## src/rtl/seq_wide_adder_ctrl_pkg.sv

```systemverilog
// Shared types and helpers for the sequential wide adder controller.
package seq_wide_adder_ctrl_pkg;

    typedef enum logic [1:0] {
        ST_IDLE = 2'd0,
        ST_RUN  = 2'd1,
        ST_DONE = 2'd2
    } state_e;

    // Slice index width: clog2 of the slice count, never less than one bit.
    function automatic int unsigned idx_width(input int unsigned n);
        return (n < 2) ? 1 : $clog2(n);
    endfunction

endpackage

```

## src/rtl/seq_wide_adder_ctrl_param_adder.sv

```systemverilog
// Parameterised ripple-carry adder slice.
module param_adder #(
    parameter int unsigned WIDTH = 4
) (
    input  logic [WIDTH-1:0] i_a,
    input  logic [WIDTH-1:0] i_b,
    input  logic             i_cin,
    output logic [WIDTH-1:0] o_sum,
    output logic             o_cout
);

    // Bitwise ripple from LSB to MSB.
    always_comb begin
        logic carry;
        carry = i_cin;
        o_sum = '0;
        for (int unsigned i = 0; i < WIDTH; i++) begin
            o_sum[i] = i_a[i] ^ i_b[i] ^ carry;
            carry    = (i_a[i] & i_b[i]) | (carry & (i_a[i] ^ i_b[i]));
        end
        o_cout = carry;
    end

endmodule

```

## src/rtl/seq_wide_adder_ctrl.sv

```systemverilog
// Multi-cycle wide add/subtract reusing one narrow adder slice, LSB slice first.
module seq_wide_adder_ctrl
    import seq_wide_adder_ctrl_pkg::*;
#(
    parameter int unsigned WIDTH      = 4,
    parameter int unsigned NUM_SLICES = 4
) (
    input  logic                        i_clk,
    input  logic                        i_rst_n,
    input  logic                        i_start,
    output logic                        o_ready,
    input  logic [WIDTH*NUM_SLICES-1:0] i_op_a,
    input  logic [WIDTH*NUM_SLICES-1:0] i_op_b,
    input  logic                        i_carry,
    input  logic                        i_sub,
    output logic                        o_valid,
    input  logic                        i_ack,
    output logic [WIDTH*NUM_SLICES-1:0] o_sum,
    output logic                        o_carry,
    output logic                        o_overflow
);

    localparam int unsigned OPW = WIDTH * NUM_SLICES;
    localparam int unsigned IW  = idx_width(NUM_SLICES);
    localparam logic [IW-1:0] LAST_IDX = IW'(NUM_SLICES - 1);

    state_e           state_q, state_d;
    logic [IW-1:0]    idx_q, idx_d;
    logic [OPW-1:0]   op_a_q, op_a_d;
    logic [OPW-1:0]   op_b_q, op_b_d;
    logic             carry_q, carry_d;
    logic [OPW-1:0]   sum_q, sum_d;
    logic             cout_q, cout_d;
    logic             ovf_q, ovf_d;

    logic [WIDTH-1:0] a_slice, b_slice, slice_sum;
    logic             slice_cout;

    // Select the operand slices addressed by the current index.
    always_comb begin
        a_slice = op_a_q[idx_q*WIDTH +: WIDTH];
        b_slice = op_b_q[idx_q*WIDTH +: WIDTH];
    end

    param_adder #(
        .WIDTH (WIDTH)
    ) u_slice_adder (
        .i_a    (a_slice),
        .i_b    (b_slice),
        .i_cin  (carry_q),
        .o_sum  (slice_sum),
        .o_cout (slice_cout)
    );

    // Next-state, datapath updates and handshake outputs.
    always_comb begin
        state_d = state_q;
        idx_d   = idx_q;
        op_a_d  = op_a_q;
        op_b_d  = op_b_q;
        carry_d = carry_q;
        sum_d   = sum_q;
        cout_d  = cout_q;
        ovf_d   = ovf_q;
        o_ready = 1'b0;
        o_valid = 1'b0;

        unique case (state_q)
            ST_IDLE: begin
                o_ready = 1'b1;
                if (i_start) begin
                    // Subtract is A + ~B + 1, so invert B and force carry-in.
                    op_a_d  = i_op_a;
                    op_b_d  = i_sub ? ~i_op_b : i_op_b;
                    carry_d = i_sub | i_carry;
                    idx_d   = '0;
                    state_d = ST_RUN;
                end
            end
            ST_RUN: begin
                sum_d[idx_q*WIDTH +: WIDTH] = slice_sum;
                carry_d = slice_cout;
                if (idx_q == LAST_IDX) begin
                    idx_d   = '0;
                    cout_d  = slice_cout;
                    ovf_d   = (op_a_q[OPW-1] == op_b_q[OPW-1]) &&
                              (sum_d[OPW-1] != op_a_q[OPW-1]);
                    state_d = ST_DONE;
                end else begin
                    idx_d = idx_q + 1'b1;
                end
            end
            ST_DONE: begin
                o_valid = 1'b1;
                if (i_ack) begin
                    state_d = ST_IDLE;
                end
            end
            default: begin
                state_d = ST_IDLE;
            end
        endcase
    end

    // State and datapath registers.
    always_ff @(posedge i_clk or negedge i_rst_n) begin
        if (!i_rst_n) begin
            state_q <= ST_IDLE;
            idx_q   <= '0;
            op_a_q  <= '0;
            op_b_q  <= '0;
            carry_q <= 1'b0;
            sum_q   <= '0;
            cout_q  <= 1'b0;
            ovf_q   <= 1'b0;
        end else begin
            state_q <= state_d;
            idx_q   <= idx_d;
            op_a_q  <= op_a_d;
            op_b_q  <= op_b_d;
            carry_q <= carry_d;
            sum_q   <= sum_d;
            cout_q  <= cout_d;
            ovf_q   <= ovf_d;
        end
    end

    assign o_sum      = sum_q;
    assign o_carry    = cout_q;
    assign o_overflow = ovf_q;

endmodule

```

## config.mk

```make
export PLATFORM = sky130hd
export DESIGN_NAME = seq_wide_adder_ctrl
export DESIGN_NICKNAME = d
export VERILOG_FILES = /design/src/rtl/seq_wide_adder_ctrl_pkg.sv /design/src/rtl/seq_wide_adder_ctrl_param_adder.sv /design/src/rtl/seq_wide_adder_ctrl.sv
export SDC_FILE = /design/constraint.sdc
export NUM_CORES = 1
export LEC_CHECK = 0
export BUFFER_PORTS_ARGS = -buffer_cell sky130_fd_sc_hd__buf_4
export CAP_MARGIN = 20
export CORE_MARGIN = 8
export CORE_UTILIZATION = 49
export DETAILED_ROUTE_END_ITERATION = 12
export GPL_TIMING_DRIVEN = 0
export PLACE_DENSITY = 0.77
export SLEW_MARGIN = 20
export SYNTH_ARGS = -nofsm -noshare
export SYNTH_HDL_FRONTEND = slang
export SYNTH_HIERARCHICAL = 1
export SYNTH_SLANG_ARGS = --single-unit
```

## constraint.sdc

```tcl
create_clock -name i_clk -period 3.5 [get_ports i_clk]
set_clock_uncertainty 0.15 [all_clocks]
set_input_delay 0.7 -clock i_clk [delete_from_list [all_inputs] [get_ports i_clk]]
set_output_delay 0.7 -clock i_clk [all_outputs]
set_load 0.02 [all_outputs]
```

Word level (Yosys, flattened, before mapping)
Index checks and enable logic that the tools add are counted.
{"block": "word_totals", "inputBits": 38, "elab_cells": 64, "register_bits": 55, "out_inout_bits": 20}
{"block": "classes", "muxes": 13, "eq_ne": 8, "shifts": 4, "bitwise_logic": 22, "addsub": 2, "n_reduce_logical": 7}
{"cell": "$neg 4->34", "count": 1}
{"cell": "$shift 4x34->16 const A", "count": 1}
{"cell": "$shiftx 4x34->16", "count": 1}
{"cell": "$shiftx 16x5->4", "count": 2}
{"cell": "$bwmux 16", "count": 1}
{"cell": "$mux 16", "count": 1}
{"cell": "$not 16->16", "count": 1}
{"cell": "$mux 2", "count": 5}
{"cell": "$and 1x1->1", "count": 8}
{"cell": "$xor 1x1->1", "count": 8}
{"cell": "$ne 2x2->1 const B", "count": 3}
{"cell": "$pmux 2 s3", "count": 1}
{"cell": "$reduce_and 2->1", "count": 3}
{"cell": "$or 1x1->1", "count": 5}
{"cell": "$eq 2x2->1 const B", "count": 2}
{"cell": "$pmux 2 s2", "count": 1}
{"cell": "$mux 1", "count": 3}
{"cell": "$reduce_and 3->1", "count": 1}
{"cell": "$add 2x1->2 const B", "count": 1}
{"cell": "$eq 2x1->1 const B", "count": 1}
{"cell": "$logic_not 2->1", "count": 1}
{"cell": "$pmux 1 s2", "count": 1}
{"cell": "$reduce_bool 2->1", "count": 1}
{"cell": "$eq 1x1->1", "count": 1}
{"cell": "other kinds (2)", "count": 2}

Longest topological paths before layout
Gate-level depths: netlist of the first run.
{"block": "depth", "ltp_word": 13, "depth_mapped": 13, "ltp_nobuf": 12}

Hierarchy
Netlist of the first run, hierarchy kept.
{"module": "seq_wide_adder_ctrl", "seq_area_each_um2": 1376.3, "n_inst": 1, "area_per_inst_um2": 2573.7, "cells_each": 242}
{"module": "param_adder", "seq_area_each_um2": 0.0, "n_inst": 1, "area_per_inst_um2": 117.6, "cells_each": 14}

Worst setup path before layout of the first run
Ideal clock, no wire load.
{"block": "synth_timing", "path_type": "reg-to-reg", "startpoint": "register idx_q[0]", "endpoint": "register ovf_q, in the netlist o_overflow", "setup_time_ns": 0.077, "n_path_buf": 1, "required_ns": 3.273, "path_stages_with_launch": 14, "setup_slack_ns": 0.073, "period_less_slack_ns": 3.427, "t_arrival_ns": 3.200, "path_cell_list": "dfrtp_1 > buf_4 > mux4_2 > fa_1 > inv_1 > fa_1 > inv_1 > fa_1 > inv_1 > fa_1 > inv_1 > a41oi_1 > or3_1 > a21oi_1"}
{"block": "synth_via", "elab_chain_cells": 13}
{"item": "from (decl)", "line": "seq_wide_adder_ctrl.sv:28", "rtl": "logic [IW-1:0] idx_q, idx_d;"}
{"item": "from (signal assigned)", "line": "seq_wide_adder_ctrl.sv:118", "rtl": "idx_q <= idx_d;"}
{"item": "$shiftx 16x5->4 (*)", "line": "seq_wide_adder_ctrl.sv:41", "rtl": "a_slice = op_a_q[idx_q*WIDTH +: WIDTH];"}
{"item": "named net a_slice[0]", "line": "seq_wide_adder_ctrl.sv:36", "rtl": "logic [WIDTH-1:0] a_slice, b_slice, slice_sum;"}
{"item": "$xor 1x1->1", "line": "seq_wide_adder_ctrl_param_adder.sv:19", "rtl": "carry = (i_a[i] & i_b[i]) | (carry & (i_a[i] ^ i_b[i]));"}
{"item": "$and 1x1->1", "line": "seq_wide_adder_ctrl_param_adder.sv:19"}
{"item": "$or 1x1->1 (*)", "line": "seq_wide_adder_ctrl_param_adder.sv:19"}
{"item": "$and 1x1->1 (*)", "line": "seq_wide_adder_ctrl_param_adder.sv:19"}
{"item": "$or 1x1->1 (*)", "line": "seq_wide_adder_ctrl_param_adder.sv:19"}
{"item": "$and 1x1->1 (*)", "line": "seq_wide_adder_ctrl_param_adder.sv:19"}
{"item": "$or 1x1->1 (*)", "line": "seq_wide_adder_ctrl_param_adder.sv:19"}
{"item": "$xor 1x1->1 (*)", "line": "seq_wide_adder_ctrl_param_adder.sv:18", "rtl": "o_sum[i] = i_a[i] ^ i_b[i] ^ carry;"}
{"item": "named net slice_sum[3]", "line": "seq_wide_adder_ctrl.sv:36"}
{"item": "$shiftx 4x34->16 (*)", "line": "seq_wide_adder_ctrl.sv:81", "rtl": "sum_d[idx_q*WIDTH +: WIDTH] = slice_sum;"}
{"item": "$bwmux 16 (*)", "line": "seq_wide_adder_ctrl.sv:81"}
{"item": "$ne 1x1->1 (*)", "line": "seq_wide_adder_ctrl.sv:87", "rtl": "(sum_d[OPW-1] != op_a_q[OPW-1]);"}
{"item": "$logic_and 1x1->1 (*)", "line": "seq_wide_adder_ctrl.sv:86", "rtl": "ovf_d = (op_a_q[OPW-1] == op_b_q[OPW-1]) &&"}
{"item": "to (signal assigned)", "line": "seq_wide_adder_ctrl.sv:124", "rtl": "ovf_q <= ovf_d;"}
{"item": "to (decl)", "line": "seq_wide_adder_ctrl.sv:34", "rtl": "logic ovf_q, ovf_d;"}
The timed path passes the listed nets; every way through them passes the cells marked *.
A chain may end at the register's enable or synchronous reset.

Final worst setup path of the first run
{"block": "layout_timing", "startpoint": "register idx_q[0]", "endpoint": "register ovf_q, in the netlist o_overflow"}
{"block": "layout_via", "elab_chain_cells": 13}
{"item": "$shiftx 16x5->4 (*)", "line": "seq_wide_adder_ctrl.sv:42", "rtl": "b_slice = op_b_q[idx_q*WIDTH +: WIDTH];"}
{"item": "named net b_slice[0]", "line": "seq_wide_adder_ctrl.sv:36"}
{"item": "$xor 1x1->1", "line": "seq_wide_adder_ctrl_param_adder.sv:19"}
{"item": "$and 1x1->1", "line": "seq_wide_adder_ctrl_param_adder.sv:19"}
{"item": "$or 1x1->1 (*)", "line": "seq_wide_adder_ctrl_param_adder.sv:19"}
{"item": "$and 1x1->1 (*)", "line": "seq_wide_adder_ctrl_param_adder.sv:19"}
{"item": "$or 1x1->1 (*)", "line": "seq_wide_adder_ctrl_param_adder.sv:19"}
{"item": "$and 1x1->1 (*)", "line": "seq_wide_adder_ctrl_param_adder.sv:19"}
{"item": "$or 1x1->1 (*)", "line": "seq_wide_adder_ctrl_param_adder.sv:19"}
{"item": "$xor 1x1->1 (*)", "line": "seq_wide_adder_ctrl_param_adder.sv:18"}
{"item": "named net slice_sum[3]", "line": "seq_wide_adder_ctrl.sv:36"}
{"item": "$shiftx 4x34->16 (*)", "line": "seq_wide_adder_ctrl.sv:81"}
{"item": "$bwmux 16 (*)", "line": "seq_wide_adder_ctrl.sv:81"}
{"item": "$ne 1x1->1 (*)", "line": "seq_wide_adder_ctrl.sv:87"}
{"item": "$logic_and 1x1->1 (*)", "line": "seq_wide_adder_ctrl.sv:86"}
Marked as above.

==> impl_metrics.toml, run 1 <==
[detailed_routing]
drt_iter0_drc = 61
routed_wl_mm = 5.92
drc = 0
wire_per_inst_um = 14.9
antenna_left = 0
vias = 2045
dr.pass1.iters = 5
viasPerCell = 5.15

[global_routing]
grtUsageTotal_pct = 15.5
antenna_found_initial = 0
grt_start_max_net_pins = 56
grt_pass1_vias = 2214
grt_overflow = 0
grt_pass1_wl_mm = 10.5

[power]
p_leak_uw = 0.00168
power_frac_comb_pct = 54.1
p_clk_share_pct = 13.4
p_switching_uw = 1360
p_int_uw = 1880
powerDensity_nw_per_um2 = 959
power.share.switching_pct = 41.8
irDropWorstVdd_v = 0.000489
seqPwrFrac_pct = 32.5

[logic_synthesis]
synth_cells = 256
syn_avg_cell_area_um2 = 10.5
synth-xor-area-share_pct = 5.21
synthArstFlopShare_pct = 100
ys.warnings.count = 6
synth-simple-area-share_pct = 16.7
syn_area_um2 = 2690
synth.area.mux_share_pct = 7.11
syn_nets = 303
synth_top_family_by_area = "simple AND/OR/NAND/NOR gates"
synth-compound-area-share_pct = 9.58
synthAdderAreaFrac_pct = 5.30
yosysSeqAreaShare_pct = 51.1
synth.distinct_cells = 29
synth-edff-count = 0
synthFlopType = "dfrtp_1"
synth-seq-cells = 55

[clock_network]
cts_buffer_depth = 2
clk_latency_ns = 0.31
clock_sinks = 55
clk_pin_slew_ns = 0.10
cts_htree_levels = 2
cts-root-buf = "clkbuf_8"
tritoncts = "done"
cts_buffers = 5
cts_hold_buf = 0

[floorplan]
dieWidth_um = 90.1
die_h_um = 90.1
die-area_um2 = 8120
ioPinCount = 58
rows = 27
initial_core_util_pct = 49.8
core_area_um2 = 5410

[worst_setup_path]
slowest_stage = "mux4_2"
path_cells = "buf_6 > mux4_2 > fa_2 > inv_2 > fa_1 > inv_1 > fa_2 > inv_2 > fa_1 > inv_2 > a41oi_2 > or3_1 > a21oi_2"
max_stage_delay_ns = 0.54
rr_worst_depth = 13
start_kind = "register"
r2r-end = "o_overflow"
cp.arrival_ns = 3.62
crit_family = "adder cells"
criticalPathCategory = "reg -> reg"
worstPathRequired_ns = 3.60
crit_buf_inv = 5
cp-startpoint = "idx_q[0]"
endpoint_kind = "register"
r2r-start = "idx_q[0]"
cpMostUsedCell = "inv_2"
path_max_fanout = 4
ff2ff_setup_slack_ns = -0.02

[timing]
setup_ws_ns = -0.0210
slew_headroom_pct = 55.9
worst_slew_pin_slew_ns = 0.661
fin_crit_ns = 3.52
final-max-slew-violation-count = 0
hold_violations = 0
max_freq_ghz = 0.284
finalSetupTns_ns = -0.0210
rsz0062_at_grt = "true"
fin_crit_sh_pct = 101
setup_violations = 1

[placed_design]
portBuffers = 56
placed_cell_area_um2 = 3200
routabilityCongestion = 0.792
post-place-cells = 384
dp_slack_ns = -0.246
hpwl_mm = 4.37

[finish]
final_common_cell = "nand2_1"
final_cell_mix = "nand2_1 (81), buf_4 (65), dfrtp_1 (55), o21ai_0 (23), xnor2_1 (16)"
synthToLayoutAreaGrowth_pct = 25.6
layout.nets = 371
drive_gt1_share_pct = 31.4
antenna_cells = 0
instances_no_fill = 397
fin_area_um2 = 3380
fillers = 466
utilization_pct = 62.5

[min_path]
hold_path.class = "in -> async"

[status]
violations = "setup timing"
status = "finished with violations"

[flow_run]
drv_cap = 0
kinds of logic after synthesis:
kind of cell,Yosys count
AOI/OAI and AO/OA,41
adders and majority gates,9
and+or+nand+nor,100
xor gates and xnor gates,16
DFF,55
buffers and inverters,26
muxes,9
metrics by stage:
step | power, uW | hold WS [ns]
6_report | 3240 | 0.271
5_1_grt | 3500 | 0.328
4_1_cts | 3210 | 0.296
3_5_place_dp | 2660 | 0.313
3_3_place_gp | 2600 | 0.306
2_1_floorplan | 2150 | 0.254
synth_stat cells, types with 5 or more instances:
cell type | count | share of area [%]
ha_1 | 5 | 2.3
nand2_1 | 81 | 11
a22o_1 | 10 | 3.3
xnor2_1 | 16 | 5.2
mux4_2 | 8 | 6.7
inv_1 | 13 | 1.8
buf_2 | 5 | 0.93
o21ai_0 | 23 | 4.3
dfrtp_1 | 55 | 51
worst max-delay path by stage:
stage / endpoint / cells after the start
3_5_place_dp: o_overflow / 13
6_report: o_overflow / 13
3_3_place_gp: o_overflow / 13
4_1_cts: o_overflow / 13
5_1_grt: o_overflow / 13
2_1_floorplan: o_overflow / 13
per-layer routing:
| metal | share of wire (%) | wire, um | up-vias | GRT usage [%] |
|---|---|---|---|---|
| met2 | 50 | 2960 | 69 | 25.8 |
| met4 | 1.8 | 104 | 0 | 5.13 |
| met3 | 6.2 | 366 | 14 | 4.74 |
| met5 | 0 | 0 | - | 0 |
| li1 | - | - | 976 | - |
| met1 | 42 | 2490 | 986 | 18.6 |
flip-flops by register name, indices dropped and copies added (netlist names):
register	cells
carry_q	1
idx_q	2
o_carry	1
o_overflow	1
o_sum	16
op_a_q	16
op_b_q	16
state_q	2
power groups by stage:
stage	combinational, uW	clock, uW	sequential (uW)
after global placement	1550	0	1050
after detailed placement	1600	0	1060
after CTS	1720	439	1050
after global routing	1950	467	1080
final	1750	435	1050
after floorplan	1070	0	1090
cell type report:
| type | count | area, um^2 | share of cell area [%] |
|---|---|---|---|
| clock buffer | 6 | 82.6 | 2.44 |
| tap | 72 | 90.1 | 2.67 |
| inverter | 13 | 48.8 | 1.44 |
| clock inverter | 2 | 35.0 | 1.04 |
| buffer | 13 | 91.3 | 2.70 |
| timing repair buffer | 61 | 458 | 13.6 |
| multi-input combinational | 175 | 1200 | 35.4 |
| sequential | 55 | 1380 | 40.7 |
timing repair:
item	in CTS	in global routing
resized for setup	4	5
setup endpoints to repair	1	1
cloned	0	0
endpoints found under the hold margin	0	0
setup buffers	4	1
pin swaps	0	5
worst register-to-register path, cell delays in order, from the launching register on:
cell and delay (ns):
dfrtp_1 0.38, buf_6 0.13, mux4_2 0.55, fa_2 0.40, inv_2 0.06, fa_1 0.16, inv_1 0.05, fa_2 0.34
inv_2 0.07, fa_1 0.42, inv_2 0.07, a41oi_2 0.14, or3_1 0.40, a21oi_2 0.14
Power figures use the tool's default switching activity.
==> run 2: changes to the inputs <==
--- a/config.mk
+++ b/config.mk
@@ -8,10 +8,11 @@
 export BUFFER_PORTS_ARGS = -buffer_cell sky130_fd_sc_hd__buf_4
 export CAP_MARGIN = 20
 export CORE_MARGIN = 8
-export CORE_UTILIZATION = 49
+export CORE_UTILIZATION = 51
+export CTS_BUF_LIST = sky130_fd_sc_hd__clkbuf_4
 export DETAILED_ROUTE_END_ITERATION = 12
 export GPL_TIMING_DRIVEN = 0
-export PLACE_DENSITY = 0.77
+export PLACE_DENSITY = 0.79
 export SLEW_MARGIN = 20
 export SYNTH_ARGS = -nofsm -noshare
 export SYNTH_HDL_FRONTEND = slang
==> run 2 against run 1 <==
The flow now finishes without violations. Die area fell by 3.2%. Sequential power barely moved. Register-to-register slack improved by 0.09 ns. Worst setup slack improved by 0.087 ns. Largest cell class unchanged.
==> impl_metrics.toml, run 2 (synthesis gave the netlist of run 1 again) <==
[floorplan]
ioPinCount = 58
die_h_um = 88.6
rows = 26
initial_core_util_pct = 52.7
dieWidth_um = 88.6
die-area_um2 = 7860
core_area_um2 = 5110

[detailed_routing]
routed_wl_mm = 5.69
wire_per_inst_um = 14.4
drt_iter0_drc = 74
vias = 2017
antenna_left = 0
dr.pass1.iters = 4
drc = 0
viasPerCell = 5.11

[clock_network]
cts_buffer_depth = 2
cts_buffers = 5
cts_hold_buf = 0
clk_latency_ns = 0.37
tritoncts = "done"
clk_pin_slew_ns = 0.15
cts-root-buf = "clkbuf_4"
clock_sinks = 55
cts_htree_levels = 2

[worst_setup_path]
rr_worst_depth = 13
slowest_stage = "mux4_2"
path_max_fanout = 3
criticalPathCategory = "reg -> reg"
cp-startpoint = "idx_q[0]"
crit_family = "adder cells"
cpMostUsedCell = "inv_2"
r2r-start = "idx_q[0]"
endpoint_kind = "register"
r2r-end = "o_overflow"
cp.arrival_ns = 3.60
worstPathRequired_ns = 3.66
path_cells = "buf_6 > mux4_2 > fa_2 > inv_2 > fa_1 > inv_1 > fa_2 > inv_2 > fa_1 > inv_2 > a41oi_2 > or3_1 > a21oi_2"
start_kind = "register"
max_stage_delay_ns = 0.51
ff2ff_setup_slack_ns = 0.07
crit_buf_inv = 5

[placed_design]
hpwl_mm = 4.22
post-place-cells = 382
routabilityCongestion = 0.790
portBuffers = 56

[power]
p_leak_uw = 0.00167
fin_total_pwr_uw = 3260
powerDensity_nw_per_um2 = 969
irDropWorstVdd_v = 0.000436

[timing]
rsz0062_at_grt = "true"
worst_slew_pin_slew_ns = 0.670
timing.hold.ws_ns = 0.175
hold_violations = 0
max_freq_ghz = 0.291
final-max-slew-violation-count = 0
fin_crit_sh_pct = 98.1
slew_headroom_pct = 55.3
setup_violations = 0
fin_crit_ns = 3.43
finalSetupTns_ns = 0

[global_routing]
antenna_found_initial = 0
grt_start_max_net_pins = 56
grt_pass1_wl_mm = 9.29
grtUsageTotal_pct = 15.3
grt_overflow = 0
grt_pass1_vias = 2018

[finish]
drive_gt1_share_pct = 31.4
instances_no_fill = 395
final_cell_mix = "nand2_1 (81), buf_4 (65), dfrtp_1 (55), o21ai_0 (23), xnor2_1 (16)"
antenna_cells = 0
layout.nets = 371
final_common_cell = "nand2_1"
synthToLayoutAreaGrowth_pct = 25.0

[flow_run]
drv_cap = 0

[status]
status = "finished clean"

[min_path]
hold_path.class = "in -> async"
## run 2: final cells by class
class                   instances  area [um^2]
fillers                       413         1740
clock buffers                   6         45.0
repair buffers                 61          458
plain buffers                  13         91.3
clock inverters                 2         60.1
flip-flops and latches         55         1380
multi-input cells             175         1200
inverters                      13         48.8
well taps                      70         87.6
## run 2: worst max path at each step
stage,slack (ns),endpoint,cells after the start
2_1_floorplan,0.07,o_overflow,13
3_3_place_gp,-0.13,o_overflow,13
3_5_place_dp,-0.28,o_overflow,13
4_1_cts,0.002,o_overflow,13
5_1_grt,-0.05,o_overflow,13
6_report,0.07,o_overflow,13
## run 2: routing by layer
layer / vias to the layer above / track usage [%] / wire, um
li1: 985 / - / -
met1: 959 / 18.7 / 2360
met2: 65 / 25.1 / 2860
met3: 8 / 4.27 / 385
met4: 0 / 5.68 / 84
met5: - / 0 / 0
## run 2: worst register-to-register path, cell delays in order (launching register included)
cell and delay, ns:
dfrtp_1 0.41, buf_6 0.13, mux4_2 0.52, fa_2 0.40, inv_2 0.06, fa_1 0.16, inv_1 0.05, fa_2 0.34
inv_2 0.06, fa_1 0.42, inv_2 0.08, a41oi_2 0.13, or3_1 0.35, a21oi_2 0.13
## run 2: timing repair
item,4_1_cts,5_1_grt
setup endpoints to repair,1,1
setup buffers,3,2
resized for setup,8,1
pin swaps,5,3
gates cloned,0,0
## run 2: stage by stage
stage / util [%] / worst slack, ns / cell area (um^2)
finish: 65.9 / 0.0659 / 3360
global route: 65.9 / -0.0521 / 3360
CTS: 65.6 / 0.00199 / 3350
detailed placement: 62.6 / -0.279 / 3200
global placement: 62.6 / -0.127 / 3200
floorplan: - / 0.0729 / 2690
## run 2: where the power goes
group | internal [uW] | switching, uW | leakage, uW | total [uW]
sequential | 895 | 155 | 0.000702 | 1050
combinational | 793 | 992 | 0.000913 | 1780
clock | 231 | 193 | 0.0000559 | 424
total | 1920 | 1340 | 0.00167 | 3260
==> run 3: changes to the inputs <==
--- a/config.mk
+++ b/config.mk
@@ -13,6 +13,7 @@
 export DETAILED_ROUTE_END_ITERATION = 12
 export GPL_TIMING_DRIVEN = 0
 export PLACE_DENSITY = 0.79
+export SETUP_SLACK_MARGIN = 0.15
 export SLEW_MARGIN = 20
 export SYNTH_ARGS = -nofsm -noshare
 export SYNTH_HDL_FRONTEND = slang
==> run 3 against run 2 <==
Sequential power barely moved. Critical path depth did not move. Clock power fell by 33%. Wire length rose by 7.3%. Sequential share of layout area did not move. Highest routed layer unchanged. Worst setup slack got worse by 0.022 ns. Global-route usage rose by 1.1 points. Sequential cell count did not move.
==> impl_metrics.toml, run 3 (synthesis gave the netlist of run 1 again) <==
[status]
status = "finished clean"

[finish]
fillers = 418
layout.nets = 375
synthToLayoutAreaGrowth_pct = 25.0
final_cell_mix = "nand2_1 (80), buf_4 (68), dfrtp_1 (55), o21ai_0 (22), xnor2_1 (16)"
final_common_cell = "nand2_1"
seq_area_um2 = 1380
drive_gt1_share_pct = 32.8
utilization_pct = 65.9
antenna_cells = 0
multi_input_area_um2 = 1210

[floorplan]
ioPinCount = 58
rows = 26
dieWidth_um = 88.6
die_h_um = 88.6
initial_core_util_pct = 52.7
core_area_um2 = 5110
die-area_um2 = 7860

[timing]
rsz0062_at_grt = "true"
hold_violations = 0
final-max-slew-violation-count = 0
setup_violations = 0
max_freq_ghz = 0.289
setup_ws_ns = 0.0437
fin_crit_ns = 3.46
fin_crit_sh_pct = 98.8
slew_headroom_pct = 54.7
worst_slew_pin_slew_ns = 0.680

[worst_setup_path]
path_cells = "buf_6 > mux4_2 > fa_2 > inv_2 > fa_2 > inv_2 > fa_2 > inv_2 > fa_1 > inv_2 > a41oi_2 > or3_1 > a21oi_1"
cpMostUsedCell = "inv_2"
max_stage_delay_ns = 0.54
slowest_stage = "mux4_2"
criticalPathCategory = "reg -> reg"
path_max_fanout = 6
start_kind = "register"
worstPathRequired_ns = 3.68
cp.arrival_ns = 3.63
ff2ff_setup_slack_ns = 0.04
endpoint_kind = "register"

[detailed_routing]
vias = 2036
antenna_left = 0
drt_iter0_drc = 60
dr.pass1.iters = 6
viasPerCell = 5.10
routed_wl_mm = 6.11
wire_per_inst_um = 15.3
drc = 0

[power]
powerDensity_nw_per_um2 = 981
irDropWorstVdd_v = 0.000572
p_leak_uw = 0.00168

[placed_design]
routabilityCongestion = 0.783
portBuffers = 56
dp_slack_ns = -0.143
hpwl_mm = 4.56

[min_path]
hold_path.class = "in -> async"

[clock_network]
cts_buffer_depth = 2
cts-root-buf = "clkbuf_4"
cts_buffers = 5
cts_htree_levels = 2
tritoncts = "done"
clk_latency_ns = 0.38
clk_pin_slew_ns = 0.16
clock_sinks = 55
cts_hold_buf = 0

[global_routing]
grt_pass1_vias = 2084
grt_pass1_wl_mm = 9.87
antenna_found_initial = 0
grt_start_max_net_pins = 56
grtUsageTotal_pct = 16.4
grt_overflow = 0

[flow_run]
drv_cap = 0
==> run 3: changes by cell type in the layout (fill, tap and decap cells not counted), sizes merged <==
cell,change
clkinv,+2
bufinv,-2
buf,+4
==> run 3: layout make-up <==
type,count,area share (%)
tap,70,2.60
buffer,13,2.83
timing repair buffer,65,14.6
inverter,13,1.45
sequential,55,40.9
multi-input combinational,175,35.9
clock inverter,2,0.372
clock buffer,6,1.34
==> run 3: final timing paths <==
path	from	cells after the start	to
max in group asynchronous	i_rst_n	1	op_b_q[12]
worst min-delay path	i_rst_n	1	o_sum[5]
worst max register to register	idx_q[0]	13	o_overflow
min in group i_clk	i_op_a[10]	3	op_a_q[10]
worst max-delay path	idx_q[0]	13	o_overflow
worst min register to register	op_b_q[8]	2	op_b_q[8]
==> run 3: stage by stage <==
| stage | hold slack [ns] | cell area (um^2) | total power [uW] | TNS (ns) | instances |
|---|---|---|---|---|---|
| finish | 0.188 | 3360 | 3300 | 0 | 399 |
| global route | 0.231 | 3360 | 3550 | -0.0798 | 399 |
| CTS | 0.210 | 3310 | 3060 | 0 | 395 |
| detailed placement | 0.315 | 3210 | 2690 | -0.143 | 382 |
| global placement | 0.303 | 3210 | 2610 | -0.0473 | 382 |
| floorplan | 0.254 | 2700 | 2180 | 0 | 256 |
==> run 3: critical path: cells and delay by family, from the launching register on <==
kind	cells	cell delay, ns
simple gates	1	0.37
mux	1	0.54
buf+inv	5	0.38
fa+ha+maj	4	1.32
flops	1	0.40
compound gates	2	0.26
==> run 3: what timing repair did <==
item,CTS,global route
buffers inserted,5,4
endpoints found under the setup margin,1,2
pin swaps,2,6
gates resized for setup,2,11
==> run 3: layer usage <==
metal | track usage [%] | up-vias | share of wire, %
li1 | - | 986 | -
met1 | 18.8 | 967 | 41
met2 | 27.4 | 68 | 51
met3 | 4.83 | 15 | 6.3
met4 | 7.53 | 0 | 2.2
met5 | 0 | - | 0
==> run 3: power by group <==
group / leakage, uW / internal, uW / switching [uW]
Combinational: 0.000941 / 898 / 1060
Clock: 0.0000333 / 86.2 / 196
Sequential: 0.000702 / 895 / 160
Total: 0.00168 / 1880 / 1420
